<file path="config.mk">
export PLATFORM = sky130hd
export DESIGN_NAME = sigmoid_arbiter
export DESIGN_NICKNAME = d
export VERILOG_FILES = /design/src/rtl/sigmoid_arbiter.sv
export SDC_FILE = /design/constraint.sdc
export NUM_CORES = 1
export LEC_CHECK = 0
export ABC_AREA = 1
export CORE_ASPECT_RATIO = 1.25
export CORE_MARGIN = 1
export CORE_UTILIZATION = 30
export CTS_BUF_LIST = sky130_fd_sc_hd__clkbuf_2
export DETAILED_ROUTE_END_ITERATION = 8
export PLACE_DENSITY = 0.56
export SETUP_SLACK_MARGIN = 0.4
export SLEW_MARGIN = 20
export SYNTH_ARGS = -nofsm -noshare
export SYNTH_HDL_FRONTEND = slang
export SYNTH_SLANG_ARGS = --single-unit
</file>
<file path="constraint.sdc">
create_clock -name clk -period 3.2 [get_ports clk]
set_input_delay 0.32 -clock clk [delete_from_list [all_inputs] [get_ports clk]]
set_output_delay 0.32 -clock clk [all_outputs]
set_load 0.02 [all_outputs]
</file>
<file path="src/rtl/sigmoid_arbiter.sv">
// Round-robin arbiter sharing one in-order sigmoid pipeline among
// NUM_REQ requesters; results are routed back via an issue-order tag FIFO.
//
// Ports:
//   clk, rst_n      rising-edge clock, async active-low reset
//   req_valid/data  per-requester bf16 operands (16 bits each)
//   req_ready       one-hot grant, combinational
//   sig_valid_in    registered issue to the sigmoid pipeline
//   sig_data_in     registered issue operand
//   sig_valid_out   pipeline result strobe (in order, no backpressure)
//   sig_data_out    pipeline result
//   resp_valid      one-hot result strobe to the owner
//   resp_data       registered result
//   resp_id         registered owner index
//   inflight        issued but unreturned operation count
//   err             sticky: result arrived with no outstanding tag
module sigmoid_arbiter #(
    parameter int NUM_REQ      = 4,
    parameter int MAX_INFLIGHT = 8,
    parameter int ID_W         = $clog2(NUM_REQ)
) (
    input  logic                          clk,
    input  logic                          rst_n,
    input  logic [NUM_REQ-1:0]            req_valid,
    input  logic [16*NUM_REQ-1:0]         req_data,
    output logic [NUM_REQ-1:0]            req_ready,
    output logic                          sig_valid_in,
    output logic [15:0]                   sig_data_in,
    input  logic                          sig_valid_out,
    input  logic [15:0]                   sig_data_out,
    output logic [NUM_REQ-1:0]            resp_valid,
    output logic [15:0]                   resp_data,
    output logic [ID_W-1:0]               resp_id,
    output logic [$clog2(MAX_INFLIGHT):0] inflight,
    output logic                          err
);

    localparam int AW = $clog2(MAX_INFLIGHT);
    localparam int CW = AW + 1;

    logic [ID_W-1:0] ptr;
    logic [ID_W-1:0] gnt_idx;
    logic [ID_W-1:0] idx;
    logic            gnt_any;
    logic            full;
    logic            empty;
    logic            push;
    logic            pop;
    logic [AW-1:0]   wr_ptr;
    logic [AW-1:0]   rd_ptr;
    logic [ID_W-1:0] tag_mem [MAX_INFLIGHT];

    assign full  = (inflight == CW'(MAX_INFLIGHT));
    assign empty = (inflight == '0);

    // First valid requester at or after ptr, wrapping.
    always_comb begin
        gnt_any = 1'b0;
        gnt_idx = '0;
        idx     = '0;
        for (int k = 0; k < NUM_REQ; k++) begin
            idx = ID_W'((int'(ptr) + k) % NUM_REQ);
            if (!gnt_any && req_valid[idx]) begin
                gnt_any = 1'b1;
                gnt_idx = idx;
            end
        end
    end

    // Full blocks issue even if a pop lands this cycle.
    always_comb begin
        req_ready = '0;
        if (rst_n && gnt_any && !full) begin
            req_ready[gnt_idx] = 1'b1;
        end
    end

    assign push = |req_ready;
    assign pop  = sig_valid_out && !empty;

    always_ff @(posedge clk or negedge rst_n) begin
        if (!rst_n) begin
            ptr          <= '0;
            wr_ptr       <= '0;
            rd_ptr       <= '0;
            inflight     <= '0;
            err          <= 1'b0;
            sig_valid_in <= 1'b0;
            sig_data_in  <= '0;
            resp_valid   <= '0;
            resp_data    <= '0;
            resp_id      <= '0;
            for (int i = 0; i < MAX_INFLIGHT; i++) begin
                tag_mem[i] <= '0;
            end
        end else begin
            sig_valid_in <= push;
            if (push) begin
                sig_data_in      <= req_data[16*gnt_idx +: 16];
                tag_mem[wr_ptr]  <= gnt_idx;
                wr_ptr           <= wr_ptr + 1'b1;
                if (int'(gnt_idx) == NUM_REQ - 1) begin
                    ptr <= '0;
                end else begin
                    ptr <= gnt_idx + 1'b1;
                end
            end

            resp_valid <= '0;
            if (pop) begin
                resp_valid <= NUM_REQ'(1) << tag_mem[rd_ptr];
                resp_id    <= tag_mem[rd_ptr];
                resp_data  <= sig_data_out;
                rd_ptr     <= rd_ptr + 1'b1;
            end

            if (sig_valid_out && empty) begin
                err <= 1'b1;
            end

            case ({push, pop})
                2'b10:   inflight <= inflight + 1'b1;
                2'b01:   inflight <= inflight - 1'b1;
                default: inflight <= inflight;
            endcase
        end
    end

endmodule

</file>
==> results of run 1 <==
==> worst register-to-register path, stage by stage (launching register included) <==
cell      delay [ns]
dfrtp_2         0.42
buf_8           0.15
clkinv_8        0.09
nand2_4         0.08
nand3_1         0.08
nand2_1         0.12
inv_1           0.07
nand2_1         0.08
nor2_2          0.05
nor2_4          0.09
inv_2           0.06
ha_4            0.16
o21ai_4         0.14
nand2_4         0.07
inv_4           0.06
ha_4            0.15
buf_4           0.10
buf_4           0.09
inv_2           0.04
fa_2            0.34
xor2_1          0.17
o21ai_1         0.13
==> state kept, by name, summed over array words and instances (netlist names) <==
name          cells
wr_ptr            3
tag_mem          16
err               1
resp_data        16
resp_id           2
sig_valid_in      1
sig_data_in      16
ptr               2
inflight          4
resp_valid        4
rd_ptr            3
==> repair_timing <==
| item | 4_1_cts | 5_1_grt |
|---|---|---|
| cloned | 0 | 1 |
| gates resized for setup | 19 | 32 |
| setup endpoints to repair | 6 | 7 |
| pin swaps | 8 | 7 |
| buffers inserted | 7 | 5 |
==> layout make-up <==
class	count	area share, %
Multi-Input combinational cell	429	35.6
Sequential cell	68	28.7
Timing Repair Buffer	158	25.7
Inverter	63	4.28
Tap cell	171	3.60
Clock inverter	7	1.29
Clock buffer	9	0.759
Timing Repair inverter	1	0.105
==> synth_stat cells (all sizes together) <==
| library cell | number |
|---|---|
| nand4 | 33 |
| buf | 15 |
| o32ai | 4 |
| o21ai | 11 |
| o22ai | 1 |
| inv | 62 |
| nand3 | 42 |
| ha | 6 |
| a31oi | 2 |
| xor2 | 4 |
| nor3 | 9 |
| xnor2 | 1 |
| clkinv | 1 |
| clkbuf | 13 |
| nand2 | 287 |
| nor2 | 26 |
| fa | 1 |
| o21bai | 1 |
| a211oi | 1 |
| dfrtp | 68 |
==> where the power goes <==
| part | leakage, nW | internal (W) | switching (W) | total, W |
|---|---|---|---|---|
| sequential | 0.846 | 0.00124 | 0.000268 | 0.00151 |
| clock | 0.0685 | 0.000184 | 0.000342 | 0.000526 |
| combinational | 2.13 | 0.00187 | 0.00297 | 0.00484 |
| total | 3.05 | 0.00330 | 0.00358 | 0.00687 |
==> logic make-up (layout without fill, tap and decap cells) <==
logic type	count (synthesis)	count (layout)	share of synthesized area [%]
xor+xnor	5	5	1.08
buf+inv	91	238	9.63
simple gates	397	397	42.0
fa+ha+maj	7	7	2.34
flops	68	68	41.8
compound gates	20	20	3.14
==> metal layers <==
metal  wire (um)  global-route usage (%)  vias to the layer above
met4         180                    4.78                        0
met5           0                       0                        -
met1        4970                    20.1                     1919
met3         768                    4.45                       20
met2        5680                    29.0                      123
li1            -                       -                     2131
==> final timing paths <==
path	start	slack, ns	depth (start not counted)	end
max in group asynchronous	rst_n	2.57	2	ptr[0]
min reg2reg	tag_mem[10]	0.49	2	tag_mem[10]
max	ptr[0]	0.41	13	req_ready[0]
min	rst_n	0.02	2	resp_data[5]
max reg2reg	ptr[0]	0.41	21	inflight[2]
min in group clk	sig_data_out[12]	0.28	3	resp_data[12]
==> stage by stage <==
step	util [%]	total power, W	cells
6_report	44.9	0.00687	906
5_1_grt	44.9	0.00759	906
4_1_cts	44.0	0.00677	900
3_5_place_dp	42.5	0.00612	877
3_3_place_gp	42.5	0.00605	877
2_1_floorplan	-	0.00480	588
==> impl_metrics.yaml, run 1 <==
run_status:
  outcome: "finished clean"
critical_path:
  cp_data_required_time_ns: 2.88
  cp_slowest_stage_delay_ns: 0.46
  critPathMostFrequentCell: "nor2_2"
  cp-end-kind: "primary output"
  cp-start-kind: "flop"
  arrival_ns: 2.47
  critPathMaxFanout: 25
  cp_cell_sequence: "buf_8, clkinv_8, nand2_4, nand3_2, nand2_2, nor2_2, nand2_1, nor2_2, nor2_4, inv_2, buf_6, nor2_1, dlygate4sd2_1"
  crit_buf_inv: 5
  worst_path_max_delay_cell: "dfrtp_2"
  critPathKind: "flop to primary output"
  cp_top_family: "buffers and inverters"
routing:
  wirelength_um: 11600
  drt_iter0_drc: 194
  drc: 0
  drtPass1Iterations: 5
  post_drt_wl_per_cell_um: 12.8
  vias: 4193
  vias_per_cell: 4.63
  ant_nets: 0
synthesis:
  ys_seq_area_share_pct: 41.8
  syn-num-nets: 682
  yosysTopAreaCell: "dfrtp_1"
  ys_ff_latch: 68
  synthTopCellsByArea: "dfrtp_1 (42%), nand2_1 (26%), inv_1 (5.1%)"
  synth_area_um2: 4070
  avgSynthCellArea_um2: 6.92
  yosys_warnings: 0
  ys_types: 34
  syn_inst: 588
  synthDominantCellAreaShare_pct: 41.8
sta:
  fin_crit_ns: 2.79
  fin_skew_ns: 0.0318
  drv_slew: 0
  final.period_utilization_pct: 87.3
  finalHoldViolCount: 0
  timing.slew.headroom_pct: 42.0
  finalSetupViolCount: 0
  worst_slack_ns: 0.408
  max_freq_mhz: 358
  rsz0062_at_grt: "yes"
  fin_setup_tns_ns: 0
  tightestPinTransition_ns: 0.870
  hold_ws_ns: 0.0159
finish:
  final_common_cell: "nand2_1"
  final_cell_mix: "nand2_1 (264), clkdlybuf4s50_1 (129), dfrtp_1 (66)"
  diodes: 0
  multi_input_area_um2: 2110
  area_growth_syn_to_layout_pct: 46.0
  final-seq-area_um2: 1700
  layout-drive-gt1-share_pct: 12.9
  final_nets: 824
  design_area_um2: 5940
  fillers: 1367
die:
  io_pins: 135
  coreArea_um2: 13200
  chipHeight_um: 132
  dieWidth_um: 106
  die_area_um2: 14000
  rows: 47
  initial_utilization_pct: 30.7
cts:
  clkLatencyLatePin_ns: 0.53
  clockRootBuffer: "clkbuf_2"
  clockBufferDepth: 2
  h-tree-depth: 3
  cts-buffers-inserted: 9
  clkSinkCount: 68
  cts_tree: "built"
  path_clk_slew_ns: 0.23
  holdBufCountCts: 0
global_routing:
  antenna_found_initial: 0
  grt_pass1_wl_um: 18900
  track_usage_pct: 16.7
  grt_max_degree: 69
  grt_pass1_vias: 4036
  gr-total-overflow: 0
hold_path:
  hp-class: "primary input to async pin"
place:
  postPlaceCellArea_um2: 5620
  portBuffers: 134
  globalplace.congestion: 0.895
  dpl.hpwl_um: 8280
  place_ws_ns: 0.0618
flow_run:
  drv_cap: 0
power_and_ir_drop:
  leakage_nw: 3.05
  power_density_nw_per_um2: 1160
  ir_drop_uv: 635
Note: power is estimated with default switching activity, not from simulation.
==> run 2, diff against run 1 <==
Settings changed: CORE_ASPECT_RATIO 1.25 to 1.4.
==> run 2 against run 1 <==
Net effect: non-clock buffer count increased by 2; sequential share of layout area fell by 0.45 points; wire length is 2.6% higher; count of clock-buffer cells in the layout grew 1.
==> impl_metrics.yaml, run 2 (synthesis gave the netlist of run 1 again) <==
cts:
  clockRootBuffer: "clkbuf_2"
  h-tree-depth: 3
  clockBufferDepth: 2
  clkSinkCount: 68
  holdBufCountCts: 0
  cts_tree: "built"
  cts-buffers-inserted: 9
  path_clk_slew_ns: 0.19
  clkLatencyLatePin_ns: 0.52
critical_path:
  cp_slowest_stage_delay_ns: 0.46
  critPathKind: "flop to flop"
  timing.rr.start: "ptr[0]"
  cp_top_family: "simple AND/OR/NAND/NOR gates"
  critPathLaunch: "ptr[0]"
  cp-start-kind: "flop"
  critPathMostFrequentCell: "nand2_2"
  rrSetupSlack_ns: 0.20
  arrival_ns: 3.43
  crit_buf_inv: 4
  cp-end-kind: "flop"
  worst_path_max_delay_cell: "dfrtp_2"
  cp_data_required_time_ns: 3.62
  cp_cell_sequence: "buf_8, clkinv_8, nand2_2, nand2_2, nand2_2, nand2_2, nor2_4, nand2_2, nor2_4, nor2_4, inv_2, ha_4, o21ai_4, nand2_4, inv_4, ha_4, ha_4, nand2_2, nor2_2, a211oi_2, nor2_1, nor2_1, nand2_1, xor2_1"
  critPathMaxFanout: 6
die:
  die_area_um2: 14000
  rows: 50
  chipHeight_um: 140
  dieWidth_um: 100
  io_pins: 135
  initial_utilization_pct: 30.5
  coreArea_um2: 13300
sta:
  fin_setup_tns_ns: 0
  finalSetupViolCount: 0
  fin_crit_ns: 3.00
  finalHoldViolCount: 0
  max_freq_mhz: 333
  drv_slew: 0
  fin_skew_ns: 0.0332
  final.period_utilization_pct: 93.9
  rsz0062_at_grt: "yes"
  timing.slew.headroom_pct: 43.6
  tightestPinTransition_ns: 0.846
  hold_ws_ns: 0.0307
finish:
  area_growth_syn_to_layout_pct: 48.3
  final_nets: 826
  layout-drive-gt1-share_pct: 14.1
  postLayoutCoreUtil_pct: 45.3
  final_common_cell: "nand2_1"
  final_cell_mix: "nand2_1 (261), clkdlybuf4s50_1 (129), dfrtp_1 (66)"
  top_regs: "resp_data x16, sig_data_in x16, tag_mem x16"
  fillers: 1354
run_status:
  outcome: "finished clean"
routing:
  wl_met3_um: 669
  vias_per_cell: 4.58
  drt_iter0_drc: 212
  post_drt_wl_per_cell_um: 12.9
  drtPass1Iterations: 4
  top_layer: "met4"
  ant_nets: 0
  wirelength_um: 11900
  wl_met2_um: 6220
  drc: 0
  met1Wirelength_um: 4770
  vias: 4211
hold_path:
  hp-class: "primary input to async pin"
global_routing:
  grt_pass1_vias: 3962
  antenna_found_initial: 1
  track_usage_pct: 16.8
  grt_pass1_wl_um: 18700
  gr-total-overflow: 0
  grt_max_degree: 69
power_and_ir_drop:
  power_density_nw_per_um2: 1170
  leakage_nw: 3.08
  ir_drop_uv: 570
place:
  dpl.hpwl_um: 8170
  globalplace.congestion: 0.809
  portBuffers: 134
flow_run:
  drv_cap: 0
[run 2: cell types whose count changed in the layout (fill, tap and decap cells not counted), moves of 2 or more]
cell / previous run / this run
inv_4: 3 / 1
nor2_1: 22 / 19
nand3_2: 5 / 3
nand2_1: 264 / 261
nor2_4: 1 / 4
clkinv_2: 1 / 5
clkinvlp_4: 2 / 0
nand2_2: 15 / 18
nand3_4: 0 / 2
clkinv_4: 2 / 0
[run 2: per-layer routing]
layer	up-vias	track usage (%)
met1	1922	18.9
met4	0	6.33
met5	-	0
met2	144	30.7
li1	2129	-
met3	16	3.57
[run 2: final timing paths]
| check | to | cells past startpoint |
|---|---|---|
| max | inflight[3] | 24 |
| min | tag_mem[12] | 2 |
| max reg2reg | inflight[3] | 24 |
| min reg2reg | tag_mem[3] | 2 |
| max in group asynchronous | ptr[0] | 2 |
| min in group clk | resp_data[0] | 3 |
[run 2: repair_timing]
item / in CTS / in global routing
gates resized for setup: 21 / 47
pin swaps: 6 / 21
endpoints found under the setup margin: 7 / 6
gates cloned: 1 / 1
setup buffers: 7 / 6
[run 2: final cells by class]
type / instances / area, um^2 / area share [%]
Multi-Input combinational cell: 429 / 2160 / 35.9
Sequential cell: 68 / 1700 / 28.3
Timing Repair Buffer: 160 / 1570 / 26.0
Inverter: 63 / 251 / 4.17
Tap cell: 182 / 228 / 3.78
Clock inverter: 6 / 55.1 / 0.913
Clock buffer: 10 / 50.0 / 0.830
Timing Repair inverter: 1 / 8.76 / 0.145
Antenna cell: 1 / 2.50 / 0.0415
[run 2: worst reg2reg max path, stage by stage, from the launching register on]
cell      delay, ns
dfrtp_2        0.46
buf_8          0.15
clkinv_8       0.07
nand2_2        0.05
nand2_2        0.10
nand2_2        0.07
nand2_2        0.10
nor2_4         0.05
nand2_2        0.09
nor2_4         0.05
nor2_4         0.12
inv_2          0.06
ha_4           0.16
o21ai_4        0.16
nand2_4        0.08
inv_4          0.07
ha_4           0.17
ha_4           0.22
nand2_2        0.06
nor2_2         0.04
a211oi_2       0.18
nor2_1         0.09
nor2_1         0.12
nand2_1        0.07
xor2_1         0.14
[run 2: report_power, final]
part,switching (W),leakage [nW],internal [W],total [W]
clock network,0.000310,0.0752,0.000177,0.000487
logic,0.00305,2.16,0.00201,0.00506
registers,0.000271,0.846,0.00124,0.00151
total,0.00363,3.08,0.00343,0.00706
[run 2: per-stage QoR]
step / std cells / cell area, um^2 / setup WS [ns] / power, W
floorplan: 588 / 4140 / 0.146 / 0.00480
global placement: 888 / 5630 / 0.141 / 0.00602
detailed placement: 888 / 5630 / 0.00155 / 0.00608
CTS: 912 / 5830 / 0.318 / 0.00672
global route: 920 / 6030 / 0.0359 / 0.00775
finish: 920 / 6030 / 0.196 / 0.00706
